File: src/rtl/ibm1620_mem_cycle_ctl.sv
//------------------------------------------------------------------------------
// ibm1620_mem_cycle_ctl
//
// Core-memory cycle controller for the 1620 clock section. One memory cycle is
// a walk of a one-hot clock ring through positions C1..C(RING_LEN). Each
// clock-drive advance pulse (i_adv) steps the ring once. The read-drive,
// sense-strobe and write-drive timing signals are decoded from the ring.
// The block also decides whether the CPU or the I/O cycle-steal requester
// owns each cycle.
//
// Optional feature macro: CYCLE_STEAL_EN
//   defined   : I/O requests are served with priority over the CPU.
//   undefined : i_io_req is ignored; o_grant_io and o_io_done are tied 0.
//
// Parameters
//   RING_LEN     ring positions per memory cycle (legal 6..16)
//   READ_END     last position (1-based) with read drive active
//   WRITE_START  first position with write drive active (ends at RING_LEN-1)
//
// Ports
//   i_sysclock      system clock, all state on the rising edge
//   i_reset_n       asynchronous active-low reset
//   i_adv           clock-drive advance pulse, steps the ring once per high clock
//   i_cpu_req       CPU memory-cycle request (level)
//   i_io_req        I/O cycle-steal request (level)
//   i_stop          halt request, honoured only at a cycle boundary
//   o_ring          one-hot ring position (bit 0 = C1), zero when idle
//   o_grant_cpu     CPU owns the current cycle
//   o_grant_io      I/O owns the current cycle
//   o_read_drive    high for positions 1..READ_END
//   o_sense_strobe  one-clock pulse after the step that enters READ_END
//   o_write_drive   high for positions WRITE_START..RING_LEN-1
//   o_cpu_done      one-clock pulse when a CPU cycle completes
//   o_io_done       one-clock pulse when an I/O cycle completes
//   o_ab_sel        A/B field trigger (0 = A-cycle, 1 = B-cycle)
//   o_busy          high whenever the ring is non-zero
//------------------------------------------------------------------------------
module ibm1620_mem_cycle_ctl #(
   parameter int RING_LEN    = 10,
   parameter int READ_END    = 3,
   parameter int WRITE_START = 6
) (
   input  logic                i_sysclock,
   input  logic                i_reset_n,
   input  logic                i_adv,
   input  logic                i_cpu_req,
   input  logic                i_io_req,
   input  logic                i_stop,
   output logic [RING_LEN-1:0] o_ring,
   output logic                o_grant_cpu,
   output logic                o_grant_io,
   output logic                o_read_drive,
   output logic                o_sense_strobe,
   output logic                o_write_drive,
   output logic                o_cpu_done,
   output logic                o_io_done,
   output logic                o_ab_sel,
   output logic                o_busy
);

   // Bit mask of the ring positions lo..hi (1-based, inclusive).
   function automatic logic [RING_LEN-1:0] f_window(input int lo, input int hi);
      logic [RING_LEN-1:0] m;
      m = '0;
      for (int i = 0; i < RING_LEN; i++) begin
         if ((i + 1 >= lo) && (i + 1 <= hi)) m[i] = 1'b1;
      end
      return m;
   endfunction

   localparam logic [RING_LEN-1:0] RING_C1    = {{(RING_LEN-1){1'b0}}, 1'b1};
   localparam logic [RING_LEN-1:0] READ_MASK  = f_window(1, READ_END);
   localparam logic [RING_LEN-1:0] WRITE_MASK = f_window(WRITE_START, RING_LEN - 1);

   typedef enum logic [0:0] {
      ST_IDLE = 1'b0,
      ST_RUN  = 1'b1
   } state_t;

   state_t              r_state;
   logic [RING_LEN-1:0] r_ring;
   logic                r_grant_cpu;
   logic                r_grant_io;
   logic                r_read_drive;
   logic                r_sense_strobe;
   logic                r_write_drive;
   logic                r_cpu_done;
   logic                r_io_done;
   logic                r_ab_sel;
   logic                r_busy;

   logic                w_io_req;
   logic                w_req_any;
   logic                w_at_last;
   logic                w_end;
   logic                w_start;
   logic                w_step;
   logic [RING_LEN-1:0] w_ring_nxt;

`ifdef CYCLE_STEAL_EN
   assign w_io_req = i_io_req;
`else
   assign w_io_req = 1'b0;
`endif

   assign w_req_any = w_io_req | i_cpu_req;
   assign w_at_last = r_ring[RING_LEN-1];

   // The advance taken while sitting at the last position closes the cycle.
   assign w_end  = (r_state == ST_RUN) & i_adv & w_at_last;
   // Ordinary mid-cycle step.
   assign w_step = (r_state == ST_RUN) & i_adv & ~w_at_last;
   // A new cycle may open from idle or directly on the closing advance, so
   // back-to-back cycles have no idle gap. STOP only blocks openings.
   assign w_start = i_adv & ~i_stop & w_req_any &
                    ((r_state == ST_IDLE) | w_end);

   always_comb begin
      w_ring_nxt = r_ring;
      if (w_start) begin
         w_ring_nxt = RING_C1;
      end else if (w_end) begin
         w_ring_nxt = '0;
      end else if (w_step) begin
         w_ring_nxt = {r_ring[RING_LEN-2:0], 1'b0};
      end
   end

   // Sequencer: ring, ownership and all timing outputs are registered together
   // from the next ring value so they switch on the same clock edge.
   always_ff @(posedge i_sysclock or negedge i_reset_n) begin
      if (!i_reset_n) begin
         r_state        <= ST_IDLE;
         r_ring         <= '0;
         r_grant_cpu    <= 1'b0;
         r_grant_io     <= 1'b0;
         r_read_drive   <= 1'b0;
         r_sense_strobe <= 1'b0;
         r_write_drive  <= 1'b0;
         r_cpu_done     <= 1'b0;
         r_io_done      <= 1'b0;
         r_ab_sel       <= 1'b0;
         r_busy         <= 1'b0;
      end else begin
         r_ring        <= w_ring_nxt;
         r_read_drive  <= |(w_ring_nxt & READ_MASK);
         r_write_drive <= |(w_ring_nxt & WRITE_MASK);
         r_busy        <= |w_ring_nxt;
         // Strobe only on entry, so a stalled ring does not re-fire it.
         r_sense_strobe <= w_ring_nxt[READ_END-1] & ~r_ring[READ_END-1];

         r_cpu_done <= w_end & r_grant_cpu;
         r_io_done  <= w_end & r_grant_io;
         if (w_end && r_grant_cpu) begin
            r_ab_sel <= ~r_ab_sel;
         end

         // Ownership is decided only when a cycle opens and is held to the
         // end: a destructive read must always be followed by its restore.
         if (w_start) begin
            r_grant_io  <= w_io_req;
            r_grant_cpu <= ~w_io_req;
         end else if (w_end) begin
            r_grant_io  <= 1'b0;
            r_grant_cpu <= 1'b0;
         end

         case (r_state)
            ST_IDLE: if (w_start) r_state <= ST_RUN;
            ST_RUN:  if (w_end && !w_start) r_state <= ST_IDLE;
            default: r_state <= ST_IDLE;
         endcase
      end
   end

   assign o_ring         = r_ring;
   assign o_grant_cpu    = r_grant_cpu;
   assign o_read_drive   = r_read_drive;
   assign o_sense_strobe = r_sense_strobe;
   assign o_write_drive  = r_write_drive;
   assign o_cpu_done     = r_cpu_done;
   assign o_ab_sel       = r_ab_sel;
   assign o_busy         = r_busy;

`ifdef CYCLE_STEAL_EN
   assign o_grant_io = r_grant_io;
   assign o_io_done  = r_io_done;
`else
   // Cycle steal is not built: the I/O side is held inactive.
   logic [1:0] w_unused_io;
   assign w_unused_io = {i_io_req, r_io_done};
   assign o_grant_io  = 1'b0;
   assign o_io_done   = 1'b0;
`endif

endmodule

File: config.mk
export PLATFORM = sky130hd
export DESIGN_NAME = ibm1620_mem_cycle_ctl
export DESIGN_NICKNAME = d
export VERILOG_FILES = /design/src/rtl/ibm1620_mem_cycle_ctl.sv
export SDC_FILE = /design/constraint.sdc
export NUM_CORES = 1
export LEC_CHECK = 0
export ABC_AREA = 1
export CAP_MARGIN = 20
export CORE_UTILIZATION = 42
export DETAILED_ROUTE_END_ITERATION = 16
export DONT_BUFFER_PORTS = 1
export HOLD_SLACK_MARGIN = 0.06
export PLACE_DENSITY_LB_ADDON = 0.1
export REMOVE_ABC_BUFFERS = 1
export SLEW_MARGIN = 20
export SYNTH_ARGS = -nofsm -noshare
export SYNTH_HDL_FRONTEND = slang
export SYNTH_SLANG_ARGS = --single-unit
File: constraint.sdc
create_clock -name i_sysclock -period 1.6 [get_ports i_sysclock]
set_input_delay 0.08 -clock i_sysclock [delete_from_list [all_inputs] [get_ports i_sysclock]]
set_output_delay 0.08 -clock i_sysclock [all_outputs]
set_load 0.01 [all_outputs]
Yosys cells after proc, flatten, opt, wreduce, memory -nomap -nowiden

Cells that the tools add are included.

Mux-type cells: 8
Bitwise gates (word level): 14
Reduce and logical (&&, ||, !) cells: 7

Operators by type and width:

| cell                                  | count |
|---|---|
| 10-bit 2-to-1 mux                     | 3 |
| 10-bit OR reduction                   | 1 |
| 1-bit bitwise AND                     | 8 |
| 1-bit NOT                             | 5 |
| 1-bit 2-to-1 mux                      | 4 |
| 4-bit OR reduction                    | 1 |
| 3-bit OR reduction                    | 1 |
| 1-bit logical AND                     | 2 |
| 1-bit one-hot mux with 2 select lines | 1 |
| 2-bit nonzero test                    | 1 |
| 1-bit logical NOT                     | 1 |
| 1-bit OR                              | 1 |

Flip-flop bits (word level): 18
Input port bits: 6
Output and inout bits: 19

Logic depth before layout (Yosys ltp)

Depth in word-level cells: 8
Gate-level depth with buffers: 8
Mapped depth without buffers: 8

Worst setup path before layout

No wires, ideal clock.

Path kind: reg2reg
Start: register r_state
End: register r_busy (netlist: o_busy)
Library setup time: 0.119 ns
Arrival time: 1.072 ns
Required time: 1.481 ns
Slack: 0.410 ns
Cell stages (with the launch flop): 9
Path buffers: 1
Cells stage by stage: dfrtp_1 -> nand2_1 -> buf_6 -> o21ai_0 -> nand2_1 -> nand2_1 -> nand2_1 -> nor2_1 -> nand2_1

Cells in the longest elaborated chain, start to end: 6

RTL lines:

| item                                                          | RTL line | source |
|---|---|---|
| start, declared                                               | 80       | `state_t r_state;` |
| start signal, assigned                                        | 133      | `r_state <= ST_IDLE;` |
| start signal, assigned                                        | 169      | `ST_IDLE: if (w_start) r_state <= ST_RUN;` |
| start signal, assigned                                        | 170      | `ST_RUN: if (w_end && !w_start) r_state <= ST_IDLE;` |
| 1-bit bitwise AND                                             | 110, 112 |  |
| 1-bit bitwise AND (on tied branches)                          | 112, 110 |  |
| 10-bit 2-to-1 mux / 1-bit OR (equally long branches)          | 124, 116 |  |
| 10-bit 2-to-1 mux / 1-bit bitwise AND (equally long branches) | 122, 115 |  |
| 10-bit 2-to-1 mux *                                           | 120      | `if (w_start) begin` |
| 10-bit OR reduction *                                         | 148      | `r_busy <= \|w_ring_nxt;` |
| end signal, assigned                                          | 148      |  |
| end, declared                                                 | 90       | `logic r_busy;` |

Every way passes the cells marked *; elsewhere a longest branch is shown, timed or not.
A chain may end at the register's enable or synchronous reset.

Worst setup path in the final report

Start: register r_state
End: register r_state

Cells in the longest elaborated chain, start to end: 8

RTL lines:

| item                                    | RTL line | source |
|---|---|---|
| 1-bit bitwise AND (2 in series)         | 110      | `assign w_end = (r_state == ST_RUN) & i_adv & w_at_last;` |
| 1-bit OR                                | 116      | `((r_state == ST_IDLE) \| w_end);` |
| 1-bit bitwise AND                       | 115      | `assign w_start = i_adv & ~i_stop & w_req_any &` |
| 1-bit logical NOT                       | 170      |  |
| 1-bit logical AND                       | 170      |  |
| 1-bit 2-to-1 mux                        | 170      |  |
| 1-bit one-hot mux with 2 select lines * | 168      | `case (r_state)` |

Marks and branches as above.

==> results.json <==
{
  "dp_hpwl_mm": 1.06,
  "crit_slowest_cell": "dlygate4sd3_1",
  "yosys-top-cells-count": "nand2_1 (37), dfrtp_1 (18), inv_1 (13), nor2_1 (7)",
  "nets": 109,
  "register_area_sq_um": 453,
  "path_clk_slew_ns": 0.09,
  "hp-class": "input pin to flop",
  "drive_gt1_frac": 0.119,
  "clk_latency_ns": 0.29,
  "final_cells": 126,
  "dp.cells": 119,
  "area_growth_pct": 10.9,
  "vias": 595,
  "worstPathMaxFanout": 7,
  "cts_max_level": 1,
  "maxCapViolCount": 0,
  "dieArea_sq_um": 2060,
  "io_pins": 25,
  "clk_path_buf_depth": 2,
  "synth_area_leaders": "dfrtp_1 (57%), nand2_1 (18%), inv_1 (6.2%)",
  "multi_input_area_sq_um": 275,
  "final_antenna_net_count": 0,
  "ys_seq_area_frac": 0.569,
  "insertedDiodeCount": 0,
  "yosys.area.top_type": "dfrtp_1",
  "finalWirelength_mm": 1.50,
  "grt_pass1_wl_mm": 2.43,
  "vias_per_cell": 4.72,
  "critPathKind": "flop to flop",
  "synth_seq_cells": 18,
  "max_slew_margin": 0.480,
  "antenna_found_initial": 0,
  "power_density_nw_per_um2": 1580,
  "syn_inst": 95,
  "clock_sinks": 18,
  "fin_skew_ns": 0.0104,
  "max_stage_delay_ns": 0.56,
  "cts_setup_buffers": 0,
  "grt_pass1_vias": 566,
  "cp.arrival_ns": 1.63,
  "synth.most_common_cell": "nand2_1",
  "numPortBuffers": 0,
  "crit_path_end_kind": "flop",
  "synth.avg_cell_area_sq_um": 8.34,
  "largest_register_ffs": 10,
  "hold_viol_final": 0,
  "tritoncts": "done",
  "die_w_microns": 45.4,
  "overflow": 0,
  "fillCellCount": 178,
  "drtPass1Iterations": 4,
  "min-delay-start": "i_adv",
  "cp-start-kind": "flop",
  "drtIter0Drc": 8,
  "finalSetupViolations": 0,
  "die_y_microns": 45.4,
  "synth_cell_types": 16,
  "outcome": "complete, no violations",
  "min_period_over_period": 0.910,
  "grt_max_degree": 19,
  "irDropWorstVdd_mv": 0.610,
  "rsz0062_at_grt": "false",
  "async_reset_ff_frac": 1.00,
  "r2r_start": "r_state",
  "synth_ff_type": "dfrtp_1",
  "yosys_warnings": 0,
  "root_buffer": "clkbuf_4",
  "yosysTopAreaCellShare": 0.569,
  "final_util": 0.503,
  "required_ns": 1.77,
  "rows": 15,
  "drv_slew": 0,
  "track_usage": 0.168,
  "startpoint": "r_state",
  "finalSetupTns_ns": 0,
  "cts_buffers": 3,
  "synthesis.area_sq_um": 792,
  "wl_per_cell_microns": 11.9,
  "fin_crit_ns": 1.46,
  "leakage_nw": 0.548,
  "core-area_sq_um": 1750,
  "drc": 0,
  "crit_chain": "nand3_1, nand2_1, o21ai_0, dlygate4sd3_1",
  "gp_congestion": 0.825,
  "synth_edf_count": 0,
  "start_util": 0.454,
  "worst_pin_slew_ns": 0.777,
  "fmax_mhz": 687
}
==> cells in the final DEF, fill, tap and decap left out <==
cell / n
nand2_2: 2
nand3_1: 3
a21oi_1: 2
and2_4: 1
inv_1: 13
xor2_1: 1
conb_1: 2
nand4_1: 3
nor2_2: 2
o21ai_0: 3
clkbuf_4: 3
nor2_1: 6
dfrtp_2: 2
dfrtp_1: 16
dlygate4sd3_1: 4
buf_4: 1
nand2_1: 36
a21oi_2: 1
==> report_power, final <==
part           leakage, nW  switching [mW]  internal (mW)
combinational        0.298           0.230          0.151
clock               0.0138           0.134         0.0874
sequential           0.236           0.182          0.601
==> layout make-up <==
class,instances,area share
clock buffer,3,0.0256
sequential,18,0.516
tap,25,0.0356
timing repair buffer,5,0.0541
multi-input combinational,62,0.313
inverter,13,0.0556
==> per-stage QoR <==
stage | cell area (sq um) | hold WS (ns) | worst slack, ns | power, mW
after floorplan | 769 | -0.216 | 0.309 | 1.04
after global placement | 808 | -0.215 | 0.119 | 1.14
after detailed placement | 808 | -0.215 | 0.0999 | 1.14
after CTS | 871 | 0.0685 | 0.0648 | 1.39
after global routing | 878 | 0.0880 | 0.0582 | 1.50
final | 878 | 0.0753 | 0.144 | 1.39
==> kinds of logic after synthesis <==
family,Yosys count,synth area share
xor+xnor,1,0.0111
compound gates,6,0.0427
buf+inv,16,0.0948
other cells,1,0.00473
simple gates,53,0.278
flops,18,0.569
==> critical path: cells and delay by family, from the launching register on <==
family / cells / cell delay [ns]
compound gates: 1 / 0.09
flops: 1 / 0.44
buf+inv: 1 / 0.56
simple gates: 2 / 0.25
==> final timing paths <==
| check | cells after the start | slack [ns] | end |
|---|---|---|---|
| min | 4 | 0.08 | o_ring[8] |
| min reg2reg | 1 | 0.54 | o_ab_sel |
| max reg2reg | 4 | 0.14 | r_state |
| max | 4 | 0.14 | r_state |
| max in group asynchronous | 1 | 0.76 | o_ring[9] |
| min in group asynchronous | 1 | 0.30 | o_ring[6] |
==> per-layer routing <==
metal | track usage | share of wire
met1 | 0.201 | 0.44
met2 | 0.251 | 0.48
met3 | 0.0635 | 0.068
met4 | 0.109 | 0.0093
met5 | 0 | 0
==> timing repair <==
| item | 4_1_cts | 5_1_grt |
|---|---|---|
| hold endpoints to repair | 23 | 0 |
| resized for setup | 0 | 4 |
| hold buffers | 4 | 0 |
| setup endpoints to repair | 0 | 4 |
No activity file was read; power rests on OpenSTA's default activity.
